[src/rtl/fetch_stage.sv]
// fetch_stage
// Instruction-fetch stage: owns the fetch PC, runs the request/ready
// handshake with instruction memory and holds the IF/ID pipeline register.
// A one-entry skid buffer catches a fetch that completes while decode is
// stalled, and a pending-redirect register remembers a taken branch that
// arrives while a request is still waiting for IReady.
//
// Ports
//   Clk          in   clock, rising edge
//   Rst          in   asynchronous active-high reset
//   Stall        in   hazard unit: IF/ID must hold
//   Taken        in   branch unit resolved a taken branch/jump this cycle
//   BranchTarget in   redirect address (low two bits ignored)
//   IReq         out  fetch request to instruction memory
//   IAddr        out  fetch address
//   IReady       in   memory accepts the request and returns IData
//   IData        in   fetched instruction
//   InstrOut     out  IF/ID instruction
//   PCOut        out  IF/ID PC
//   PCPlus4Out   out  IF/ID PC + 4
//   InstrValid   out  IF/ID holds a real instruction
module fetch_stage #(
    parameter int            N        = 32,
    parameter logic [N-1:0]  RESET_PC = '0
) (
    input  logic         Clk,
    input  logic         Rst,
    input  logic         Stall,
    input  logic         Taken,
    input  logic [N-1:0] BranchTarget,
    output logic         IReq,
    output logic [N-1:0] IAddr,
    input  logic         IReady,
    input  logic [31:0]  IData,
    output logic [31:0]  InstrOut,
    output logic [N-1:0] PCOut,
    output logic [N-1:0] PCPlus4Out,
    output logic         InstrValid
);

    localparam logic [31:0]  NOP        = 32'h00000013;
    localparam logic [N-1:0] ALIGN_MASK = {{(N-2){1'b1}}, 2'b00};
    localparam logic [N-1:0] FOUR       = N'(4);

    logic [N-1:0] fetch_pc_reg;
    logic [N-1:0] redir_pc_reg;
    logic         pend_reg;
    logic         skid_valid_reg;
    logic [31:0]  skid_instr_reg;
    logic [N-1:0] skid_pc_reg;
    logic [31:0]  instr_reg;
    logic [N-1:0] pc_reg;
    logic [N-1:0] pc_plus4_reg;
    logic         valid_reg;

    logic [N-1:0] target;
    logic         accept;
    logic         keep;

    // Request is combinational in Rst so that a reset in the middle of a
    // handshake withdraws it immediately rather than at the next edge.
    assign IReq   = !Rst && !skid_valid_reg;
    assign IAddr  = fetch_pc_reg;
    assign target = BranchTarget & ALIGN_MASK;
    assign accept = IReq && IReady;
    // An accepted word is only useful if no redirect kills it: either one
    // arriving now or one that was parked while this request waited.
    assign keep   = accept && !Taken && !pend_reg;

    assign InstrOut   = instr_reg;
    assign PCOut      = pc_reg;
    assign PCPlus4Out = pc_plus4_reg;
    assign InstrValid = valid_reg;

    // Fetch PC and pending redirect.
    always_ff @(posedge Clk or posedge Rst) begin
        if (Rst) begin
            fetch_pc_reg <= RESET_PC;
            redir_pc_reg <= '0;
            pend_reg     <= 1'b0;
        end else if (Taken && IReq && !IReady) begin
            // Cannot retract a live request: park the target until accept.
            pend_reg     <= 1'b1;
            redir_pc_reg <= target;
        end else if (Taken) begin
            fetch_pc_reg <= target;
            pend_reg     <= 1'b0;
        end else if (accept && pend_reg) begin
            fetch_pc_reg <= redir_pc_reg;
            pend_reg     <= 1'b0;
        end else if (accept) begin
            fetch_pc_reg <= fetch_pc_reg + FOUR;
        end
    end

    // IF/ID register and skid entry.
    always_ff @(posedge Clk or posedge Rst) begin
        if (Rst) begin
            skid_valid_reg <= 1'b0;
            skid_instr_reg <= NOP;
            skid_pc_reg    <= '0;
            instr_reg      <= NOP;
            pc_reg         <= '0;
            pc_plus4_reg   <= '0;
            valid_reg      <= 1'b0;
        end else if (Taken) begin
            valid_reg      <= 1'b0;
            skid_valid_reg <= 1'b0;
        end else if (Stall) begin
            if (keep) begin
                skid_valid_reg <= 1'b1;
                skid_instr_reg <= IData;
                skid_pc_reg    <= fetch_pc_reg;
            end
        end else if (skid_valid_reg) begin
            // IReq is low while the skid is full, so no accept competes here.
            skid_valid_reg <= 1'b0;
            instr_reg      <= skid_instr_reg;
            pc_reg         <= skid_pc_reg;
            pc_plus4_reg   <= skid_pc_reg + FOUR;
            valid_reg      <= 1'b1;
        end else if (keep) begin
            instr_reg      <= IData;
            pc_reg         <= fetch_pc_reg;
            pc_plus4_reg   <= fetch_pc_reg + FOUR;
            valid_reg      <= 1'b1;
        end else begin
            instr_reg      <= NOP;
            valid_reg      <= 1'b0;
        end
    end

endmodule

[config.mk]
export PLATFORM = sky130hd
export DESIGN_NAME = fetch_stage
export DESIGN_NICKNAME = d
export VERILOG_FILES = /design/src/rtl/fetch_stage.sv
export SDC_FILE = /design/constraint.sdc
export NUM_CORES = 1
export LEC_CHECK = 0
export BUFFER_PORTS_ARGS = -buffer_cell sky130_fd_sc_hd__buf_4
export CAP_MARGIN = 20
export CORE_MARGIN = 8
export CORE_UTILIZATION = 50
export DETAILED_ROUTE_END_ITERATION = 10
export PLACE_DENSITY = 0.85
export SLEW_MARGIN = 20
export SYNTH_ARGS = -nofsm -noshare
export SYNTH_HDL_FRONTEND = slang
export SYNTH_SLANG_ARGS = --single-unit
[constraint.sdc]
create_clock -name Clk -period 15.66 [get_ports Clk]
set_input_delay 3.915 -clock Clk [delete_from_list [all_inputs] [get_ports Clk]]
set_output_delay 3.915 -clock Clk [all_outputs]
set_load 0.02 [all_outputs]
Word-level counts from Yosys, hierarchy flattened
Index checks and enable logic that the tools add are counted.
Storage, ports and cells
  output and inout port bits: 130
  bits in read-only memories: 0
  bits in registers: 225
  RAM bits: 0
  bits in latches: 0
  word-level logic and storage cells: 55
  input bits: 69
  memories kept: 0
Operators by class
  mux-type cells: 19
  divide/modulo/power cells: 0
  magnitude comparators: 0
  reductions and logical operators: 19
  multipliers: 0
  eq/ne operators: 2
  add/subtract/negate cells: 2
  bitwise logic cells: 3
  shift-type cells: 0
Operators with widths (number)
  $mux W32: 9
  $add A32 B3 Y32 const B: 2
  $mux W1: 10
  $logic_and A1 B1 Y1: 7
  $reduce_and A3 Y1: 2
  $reduce_bool A3 Y1: 2
  $logic_not A1 Y1: 5
  $reduce_and A2 Y1: 2
  $ne A3 B2 Y1 const B: 1
  $not A1 Y1: 3
  $ne A2 B1 Y1 const B: 1
  $reduce_bool A2 Y1: 1

Logic depth before layout (Yosys ltp)
  depth in word-level cells: 9
  mapped depth: 8
  gate-level depth less buffers: 6

Worst setup path before layout
No wires, ideal clock.
  path kind: input port to output port
  start point: in Rst
  end point: out IReq
  stages: 2
  setup slack: 7426 ps
  data required time: 11745 ps
  arrival: 4319 ps
  path buffers: 0
  cell sequence: or2_1 -> inv_1
Between the ends
  cells in the longest elaborated chain, start to end: 2
RTL lines
  start, declared: RTL line 27  | input logic Rst,
  $logic_not A1 Y1 (no line)
  $logic_and A1 B1 Y1: RTL line 62  | assign IReq = !Rst && !skid_valid_reg;
  end, declared: RTL line 31  | output logic IReq,
No other way between the ends.

Worst setup path in the final report
Ends and elaborated chain as after synthesis.

==> run metrics <==
startpoint types primary input; WL per Instance 20.5 um; Compound-Gate Fraction of Synth Area 12.0%; hold-fix buffers at CTS 0; R2R Setup Slk 12610 ps; root buf cell clkbuf_16; outcome complete, no violations; gr usage total 22.0%; syn_area_per_cell 10.4 sq um; max-cap check violation count 0; post-synth top area share 49.4%; IO Count 199; vias in the first global route 8439; fin cells 1457; Post-Route Setup TNS 0 ps; Post-Synth XOR/XNOR Area 3.77%; Worst Reg-to-Reg Cells 4; dominant cell type by area after synthesis dfrtp_1; Reg power frac 43.9%; Worst Setup End Kind output pin; clk_lat worst skew 510 ps; final hold vios 0; synthesized cell area 10700 sq um; simple-gate share of the synthesized area 15.5%; row count 53; Initial Util 50.8%; RSZ-0062 raised after global routing false; synthesis-stage register bit count 217; final setup fails 0; DIE AREA 26300 sq um; 1st-iter DRT viols 771; Worst-Margin Slew 1010 ps; gp weighted congestion 0.888; Internal 1.27 mW; HP Start PCOut[23]; # Post-CTS Setup Buffers 0; worst min path class reg -> reg; most frequent cells in the layout dfrtp_1, buf_4, nor2_1; FF-to-FF Start skid_valid_reg; mux share of post-synthesis cell area 13.6%; main area contributors after synthesis dfrtp_1, mux2_2, o21ai_0; post-synthesis adder-cell area fraction 0.234%; cell leakage power 5.83 nW; Critical Path RT 11740 ps; ANT cells 0; ys async rst share 100%; CTS tree done; switching share of power 33.3%; clock-pin slew on the worst setup and hold paths 60 ps; final max-slew violation count 0; grt total ovfl 0; WHS Path Cells 2; pwr dens 146 nW/um^2; wirelength, routed 29900 um; fmax 118 MHz; Final min period 8500 ps; Synth cell types 65; die height 162 um; Post-synth EDFFs 0; leading cell type in the layout, fill and taps excluded dfrtp_1; final-layout fill cell count 1664; initial antenna violation count 0; antenna-violating nets left 0; vias per cell 5.94; Mapped Cells 1024; largest net degree at the start of global routing 155; # resized after CTS 0; Placed Cells incl. Taps 1416; slew margin rel. 32.4%; worst ir drop on vdd 0.0968 mV; CTS buffer count 24; DRC viols 0; sequential share of the synthesized area 50.9%; Crit Path Class in -> out; Die W 162 um; Area Growth Syn to Fin 21.9%; post-DP HPWL 20800 um; port bufs 190; Worst EP arrival 4590 ps; CTS sink cnt 217; fin crit share 54.3%; clk_skew 10.7 ps; layout cells sized above 1 31.0%; largest family of logic cells by synthesized area simple AND/OR/NAND/NOR gates; NetSw 631 uW; Crit Path Max Fanout 7; H-tree levels 1; Via Count 8653; Clock Power Share 30.5%; core area 21000 sq um; Combinational Power Share 25.6%; Final nets 1238; synth warn 0; first-pass GRT wire length 46700 um; CTS Buffer Depth 3; Most used DFF post-synth dfrtp_1; Reg-to-Reg End IAddr[24]; DR pass1 iterations 5; Worst Hold End PCOut[23]
## through the flow
step	setup slack, ps	area [sq um]	utilization, %	hold slack (ps)	total power [mW]
after global routing	7130	13000	61.9	502	1.98
after detailed placement	7170	12200	58.1	463	1.32
final	7160	13000	61.9	478	1.90
after global placement	7180	12200	58.1	455	1.30
after floorplan	5820	10700	-	468	1.10
after CTS	7160	13000	61.9	484	1.90
## kinds of logic after synthesis
group	after synthesis
compound gates	196
mux	134
xor+xnor	46
flops	217
buf+inv	98
fa+ha+maj	2
simple gates	330
other cells	1
## power groups by stage
| stage | registers [mW] | logic, mW | clock network, mW |
|---|---|---|---|
| 3_5_place_dp | 0.836 | 0.487 | 0 |
| 5_1_grt | 0.849 | 0.524 | 0.608 |
| 2_1_floorplan | 0.871 | 0.228 | 0 |
| 3_3_place_gp | 0.826 | 0.473 | 0 |
| 6_report | 0.832 | 0.485 | 0.579 |
| 4_1_cts | 0.827 | 0.490 | 0.587 |
## how the worst max path moves through the flow
stage               start        end  slack, ps  depth (start not counted)
floorplan             Rst  IAddr[10]       5820                          1
global placement      Rst       IReq       7180                          4
detailed placement    Rst       IReq       7170                          4
CTS                   Rst       IReq       7160                          4
global route          Rst       IReq       7130                          4
finish                Rst       IReq       7160                          4
## synthesized netlist by cell type (all sizes together), types with 10 or more instances
master,count
nor4,15
nor3,20
nand2,97
xnor2,15
and3,26
nand4,16
xor2,31
buf,26
a21oi,29
nor2,103
dfrtp,211
o21ai,87
clkbuf,62
mux2i,41
a221oi,37
nand3,24
inv,10
mux2,93
## area by class of cell
class,count,area [sq um],area share (%)
Multi-Input combinational cell,714,4880,37.5
Clock inverter,11,133,1.02
Inverter,10,50.0,0.384
Tap cell,275,344,2.64
Sequential cell,217,5440,41.8
Timing Repair Buffer,200,1500,11.5
Clock buffer,30,674,5.18
## critical path, cell delays in order
cell   delay (ps)
buf_4         160
or2_1         300
inv_1          80
buf_4         140
## per-layer routing
metal | wire [um] | track usage [%] | vias up
li1 | - | - | 3947
met1 | 12800 | 29.9 | 4234
met2 | 13800 | 34.3 | 415
met3 | 2390 | 4.38 | 57
met4 | 894 | 7.74 | 0
met5 | 0 | 0 | -
Power figures use the tool's default switching activity.
